## src/rtl/id_ex_reg.sv

```systemverilog
// id_ex_reg: ID/EX pipeline register with stall hold, flush/invalid bubble insertion and optional bubble counter
//
// Optional feature macro: ID_EX_BUBBLE_CNT_EN (adds the 16-bit saturating bubble_cnt_out port)
//
// Ports:
//   clk            rising-edge clock
//   reset_n        asynchronous active-low reset; clears every output
//   WB_in/MEM_in   decoder control bundles {RegWrite,MemtoReg} / {MemRead,MemWrite}
//   EX_in          decoder EX bundle {RegDst, ALUOp[1:0], ALUSrc}
//   valid_in       ID slot holds a real instruction
//   stall_in       hold every output this cycle
//   flush_in       insert a bubble this cycle (wins over stall_in)
//   *_in data      PC+4, register read data, immediate, register specifiers
//   *_out          registered copies of the above; valid_out marks a real instruction
//   bubble_cnt_out saturating count of inserted bubbles (macro builds only)
module id_ex_reg #(
    parameter int DATA_W = 32,
    parameter int REG_W  = 5
) (
    input  logic              clk,
    input  logic              reset_n,
    input  logic [1:0]        WB_in,
    input  logic [1:0]        MEM_in,
    input  logic [3:0]        EX_in,
    input  logic              valid_in,
    input  logic              stall_in,
    input  logic              flush_in,
    input  logic [DATA_W-1:0] pc_plus4_in,
    input  logic [DATA_W-1:0] rd_data1_in,
    input  logic [DATA_W-1:0] rd_data2_in,
    input  logic [DATA_W-1:0] imm_in,
    input  logic [REG_W-1:0]  rs_in,
    input  logic [REG_W-1:0]  rt_in,
    input  logic [REG_W-1:0]  rd_in,
    output logic [1:0]        WB_out,
    output logic [1:0]        MEM_out,
    output logic [3:0]        EX_out,
    output logic              valid_out,
    output logic [DATA_W-1:0] pc_plus4_out,
    output logic [DATA_W-1:0] rd_data1_out,
    output logic [DATA_W-1:0] rd_data2_out,
    output logic [DATA_W-1:0] imm_out,
    output logic [REG_W-1:0]  rs_out,
    output logic [REG_W-1:0]  rt_out,
    output logic [REG_W-1:0]  rd_out
`ifdef ID_EX_BUBBLE_CNT_EN
    ,
    output logic [15:0]       bubble_cnt_out
`endif
);

    logic              w_load;
    logic              w_bubble;
    logic [1:0]        r_wb;
    logic [1:0]        r_mem;
    logic [3:0]        r_ex;
    logic              r_valid;
    logic [DATA_W-1:0] r_pc_plus4;
    logic [DATA_W-1:0] r_rd_data1;
    logic [DATA_W-1:0] r_rd_data2;
    logic [DATA_W-1:0] r_imm;
    logic [REG_W-1:0]  r_rs;
    logic [REG_W-1:0]  r_rt;
    logic [REG_W-1:0]  r_rd;

    // Flush overrides stall, so the register loads unless a stall is alone.
    // A bubble is a flush or an unstalled empty ID slot; its control is zeroed
    // so no RegWrite/MemRead/MemWrite can leak downstream.
    assign w_load   = flush_in | ~stall_in;
    assign w_bubble = flush_in | (~stall_in & ~valid_in);

    always_ff @(posedge clk or negedge reset_n) begin
        if (!reset_n) begin
            r_wb       <= '0;
            r_mem      <= '0;
            r_ex       <= '0;
            r_valid    <= 1'b0;
            r_pc_plus4 <= '0;
            r_rd_data1 <= '0;
            r_rd_data2 <= '0;
            r_imm      <= '0;
            r_rs       <= '0;
            r_rt       <= '0;
            r_rd       <= '0;
        end else if (w_load) begin
            r_wb       <= w_bubble ? 2'b00 : WB_in;
            r_mem      <= w_bubble ? 2'b00 : MEM_in;
            r_ex       <= w_bubble ? 4'b0000 : EX_in;
            r_valid    <= ~w_bubble;
            r_pc_plus4 <= pc_plus4_in;
            r_rd_data1 <= rd_data1_in;
            r_rd_data2 <= rd_data2_in;
            r_imm      <= imm_in;
            r_rs       <= rs_in;
            r_rt       <= rt_in;
            r_rd       <= rd_in;
        end
    end

    assign WB_out       = r_wb;
    assign MEM_out      = r_mem;
    assign EX_out       = r_ex;
    assign valid_out    = r_valid;
    assign pc_plus4_out = r_pc_plus4;
    assign rd_data1_out = r_rd_data1;
    assign rd_data2_out = r_rd_data2;
    assign imm_out      = r_imm;
    assign rs_out       = r_rs;
    assign rt_out       = r_rt;
    assign rd_out       = r_rd;

`ifdef ID_EX_BUBBLE_CNT_EN
    logic [15:0] r_bubble_cnt;

    // Counts bubbles actually written into EX; saturates instead of wrapping.
    always_ff @(posedge clk or negedge reset_n) begin
        if (!reset_n)
            r_bubble_cnt <= '0;
        else if (w_load && w_bubble && r_bubble_cnt != 16'hFFFF)
            r_bubble_cnt <= r_bubble_cnt + 16'd1;
    end

    assign bubble_cnt_out = r_bubble_cnt;
`endif

endmodule

```

## config.mk

```make
export PLATFORM = sky130hd
export DESIGN_NAME = id_ex_reg
export DESIGN_NICKNAME = d
export VERILOG_FILES = /design/src/rtl/id_ex_reg.sv
export SDC_FILE = /design/constraint.sdc
export NUM_CORES = 1
export LEC_CHECK = 0
export ABC_AREA = 1
export BUFFER_PORTS_ARGS = -buffer_cell sky130_fd_sc_hd__buf_2
export CAP_MARGIN = 10
export CORE_AREA = 5 5 117 119
export CTS_BUF_LIST = sky130_fd_sc_hd__clkbuf_8
export CTS_CLUSTER_DIAMETER = 100
export DETAILED_ROUTE_END_ITERATION = 8
export DIE_AREA = 0 0 122 124
export PLACE_DENSITY = 0.85
export SLEW_MARGIN = 20
export SYNTH_ARGS = -nofsm -noshare
export SYNTH_HDL_FRONTEND = slang
export SYNTH_SLANG_ARGS = --single-unit
```

## constraint.sdc

```tcl
create_clock -name clk -period 1.3 [get_ports clk]
set_clock_uncertainty 0.05 [all_clocks]
set_input_delay 0.13 -clock clk [delete_from_list [all_inputs] [get_ports clk]]
set_output_delay 0.13 -clock clk [all_outputs]
set_load 0.005 [all_outputs]
```

======== Yosys cells after proc, flatten, opt, wreduce, memory -nomap -nowiden ========
Index checks and enable logic that the tools add are counted.
storage, ports and cells
  register bits after elaboration ......... 152
  bits in latches ......................... 0
  memory bits (writable) .................. 0
  ROM bits ................................ 0
  bits of input ports ..................... 156
  output and inout port bits .............. 152
  word-level logic and storage cells ...... 20
  memories kept ........................... 0
cells by class
  $add $sub $neg .......................... 0
  multipliers ............................. 0
  divide/modulo/power cells ............... 0
  $lt $le $gt $ge ......................... 0
  equal/unequal tests ..................... 0
  shift operators ......................... 0
  multiplexer cells ....................... 3
  bitwise operators ....................... 6
  reductions and logical operators ........ 0
operator list
  operator     number
  $mux 2       2
  $mux 4       1
  $not 1->1    3
  $or 1x1->1   2
  $and 1x1->1  1

======== Longest topological paths before layout ========
  depth in word-level cells ............... 4
  mapped depth ............................ 7
  depth with buffers taken out ............ 5

======== Worst setup path after synthesis ========
OpenSTA, ideal clock, no wires.
  path kind ............................... input to register
  start point ............................. input port flush_in
  end point ............................... register r_pc_plus4[0], in the netlist pc_plus4_out[0]
  library setup time ...................... 0.116 ns
  arrival ................................. 0.757 ns
  required time ........................... 1.134 ns
  setup slack ............................. 0.377 ns
  cell stages on the path ................. 6
  cells stage by stage .................... inv_2 -> nand2_4 -> buf_2 -> buf_2 -> nand2_1 -> nand2_1
between the ends
  longest elaborated chain between the ends .. 1
ends and longest elaborated chain
  item                  RTL line  text
  start, declared       27        input logic flush_in,
  $or 1x1->1            69        assign w_load = flush_in | ~stall_in;
  end signal, assigned  90        r_pc_plus4 <= pc_plus4_in;
  end, declared         58        logic [DATA_W-1:0] r_pc_plus4;
No other way between the ends.
A chain may end at the register's enable or synchronous reset.

======== Worst setup path in the final report ========
  start point ............................. input port valid_in
  end point ............................... register r_ex[1], in the netlist EX_out[1]
between the ends
  longest elaborated chain between the ends .. 4
ends and longest elaborated chain
  item                  RTL line  text
  start, declared       25        input logic valid_in,
  $not 1->1             70        assign w_bubble = flush_in | (~stall_in & ~valid_in);
  $and 1x1->1           70
  $or 1x1->1            70
  $mux 4                88        r_ex <= w_bubble ? 4'b0000 : EX_in;
  end signal, assigned  88
  end, declared         56        logic [3:0] r_ex;
No other way between the ends.

==> results.md <==
- Number of global-route vias before repair: 6856
- Worst vdd rail ir drop: 0.6596 mV
- Critical Path RT: 1.57 ns
- Initial antenna violation count: 0
- Tmin final: 1.324 ns
- H-tree levels: 4
- Port Buf Inserts: 307
- Violated checks: negative setup slack
- Fin util: 76.79%
- Hold Startpoint: flush_in
- Ratio of cells with drive above 1 in the final layout: 31.22%
- Synth cell types: 12
- CP delay by family, top: buffers and inverters
- Register area share after synthesis: 66.32%
- Fill count: 715
- Drt wl/cell: 17.52 µm
- Critical-path cell list: dlygate4sd3_1 > buf_6 > nand4_1 > dlygate4sd3_1 > nand2_2
- Setup violators final: 1
- Cts bufs inserted: 17
- #FFs+latches synth: 152
- Leak: 0.005389 µW
- Via density: 4.964
- Crit end category: register
- Io pins: 308
- Tot Pwr: 11340 µW
- Via count: 6418
- DR iter-0 viols: 551
- Largest net degree at the start of global routing: 76
- CTS tree: built
- CP Class: primary input to register
- Synthesis-to-finish area growth: 66.91%
- Cells after Synth: 644
- Slew Limit Headroom: 76.13%
- Root buf cell: clkbuf_8
- Worst-Skew Late Latency: 0.43 ns
- DP Cell Count: 1103
- Post-route antenna net violation count: 0
- Slew @ Worst Pin: 0.3581 ns
- DPL Wire Length: 12200 µm
- Yosys Warn Count: 0
- Placement Rows: 41
- Cell mode on critical path: dlygate4sd3_1
- Critical path startpoint: valid_in
- Max Slew Vio Count: 0
- GRT Total Usage: 30.20%
- WHS: 0.1257 ns
- Mapped Area: 5736 µm²
- Max stage delay on crit path: 0.58 ns
- Final cell count without fillers: 1293
- Arr. time, crit path: 1.60 ns
- Clock buffer depth: 2
- Min-Delay Path Class: primary input to register
- Outcome: finished with violations
- Residual DRC count: 0
- Fmax: 755.5 MHz
- Routed Wire Length: 22660 µm
- Crit-path max FO: 9
- Fin crit share: 101.8%
- Total congestion overflow: 0
- First-pass GRT wire length: 34860 µm
- Core area: 12470 µm²
- DIE WIDTH: 122 µm
- Mean Syn Cell Area: 8.906 µm²
- Total die area: 15130 µm²
- Syn Nets: 800
- Antenna cell count: 0
- Power density over cell area: 1184 nW/µm²
- Sink Count: 152
- 1st-pass router iterations: 5
- Final Hold Viols: 0
- Initial Util: 46.01%
- MaxCap Viol Count: 0
- R2R Path Start: rd_data1_out[18]
- Slowest cell on the critical path: dlygate4sd3_1
- Final WS setup: -0.02365 ns
- Gp weighted congestion: 0.8622
- Die Ht: 124 µm
- Clk slew on worst S/H paths: 0.09 ns
- DP Worst Slack: 0.1958 ns
- CP startpoint kind: primary input
- Final #Nets: 1266
- Buffers and inverters on the worst path: 3
worst paths after layout:
path | end | cells past startpoint | slack, ns
hold reg to reg | rd_data2_out[29] | 2 | 0.42
setup reg to reg | rd_data1_out[18] | 2 | 0.52
min in group asynchronous | rt_out[2] | 2 | 0.14
max in group asynchronous | imm_out[2] | 3 | 0.51
setup / recovery | EX_out[1] | 5 | -0.02
hold / removal | EX_out[2] | 5 | 0.13
what timing repair did:
item	in CTS	in global routing
gates resized for setup	0	4
endpoints found under the hold margin	304	0
setup endpoints to repair	0	8
hold buffers	162	0
setup buffers	0	0
power by group:
part | switching [µW] | leakage [µW] | total [µW] | internal [µW]
clock network | 1690 | 0.000235 | 4100 | 2410
logic | 930 | 0.00332 | 1890 | 957
registers | 244 | 0.00183 | 5350 | 5110
registers in the layout, indices dropped and copies added (netlist names):
signal        count
EX_out            4
rd_out            5
rt_out            5
imm_out          32
MEM_out           2
rd_data1_out     32
WB_out            2
rd_data2_out     32
valid_out         1
pc_plus4_out     32
rs_out            5
worst reg2reg max path, stage by stage, from the launching register on:
cell and delay, ns:
dfrtp_1 0.42, nand2_1 0.11, nand2_1 0.08
cells in the final DEF (no fill, tap or decap), types with 2 or more instances in the layout:
| cell type | n |
|---|---|
| buf_12 | 8 |
| buf_2 | 305 |
| buf_4 | 4 |
| buf_6 | 2 |
| bufinv_16 | 5 |
| clkbuf_8 | 20 |
| dfrtp_1 | 152 |
| dlygate4sd3_1 | 160 |
| inv_1 | 3 |
| nand2_1 | 446 |
| nand4_1 | 8 |
area by class of cell:
cell class                      count  area (µm²)  share of cell area (%)
Clock buffer                       20       275.3                   2.875
Clock inverter                     10       177.7                   1.856
Inverter                            3       13.76                  0.1438
Multi-Input combinational cell    457        1747                   18.25
Sequential cell                   152        3804                   39.73
Tap cell                          172       215.2                   2.248
Timing Repair Buffer              479        3341                   34.90
cell families after synthesis:
family | Yosys count | share of synthesized area, %
buffers and inverters | 35 | 3.272
and+or+nand+nor | 457 | 30.41
DFF | 152 | 66.32
through the flow:
step	setup TNS [ns]	area (µm²)
2_1_floorplan	0	5736
6_report	-0.02365	9573
3_3_place_gp	0	7510
4_1_cts	0	9584
5_1_grt	-0.001322	9573
3_5_place_dp	0	7510
synthesized netlist by cell type:
master    instances  share of area [%]
buf_4             8                1.0
buf_1             1              0.065
nand3_1           1              0.087
buf_2            15                1.3
buf_6             1               0.20
inv_2             2               0.13
clkbuf_1          7               0.46
dfrtp_1         152                 66
nand4_1           8               0.87
nand2_4           1               0.20
clkinv_1          1              0.065
nand2_1         447                 29
metal layers:
metal | global-route usage [%] | routed length [µm] | share of wire (%)
met3 | 10.17 | 2465 | 11
met5 | 0 | 0 | 0
met2 | 51.14 | 11210 | 49
met4 | 18.70 | 1292 | 5.7
met1 | 32.77 | 7686 | 34
No activity file was read; power rests on OpenSTA's default activity.
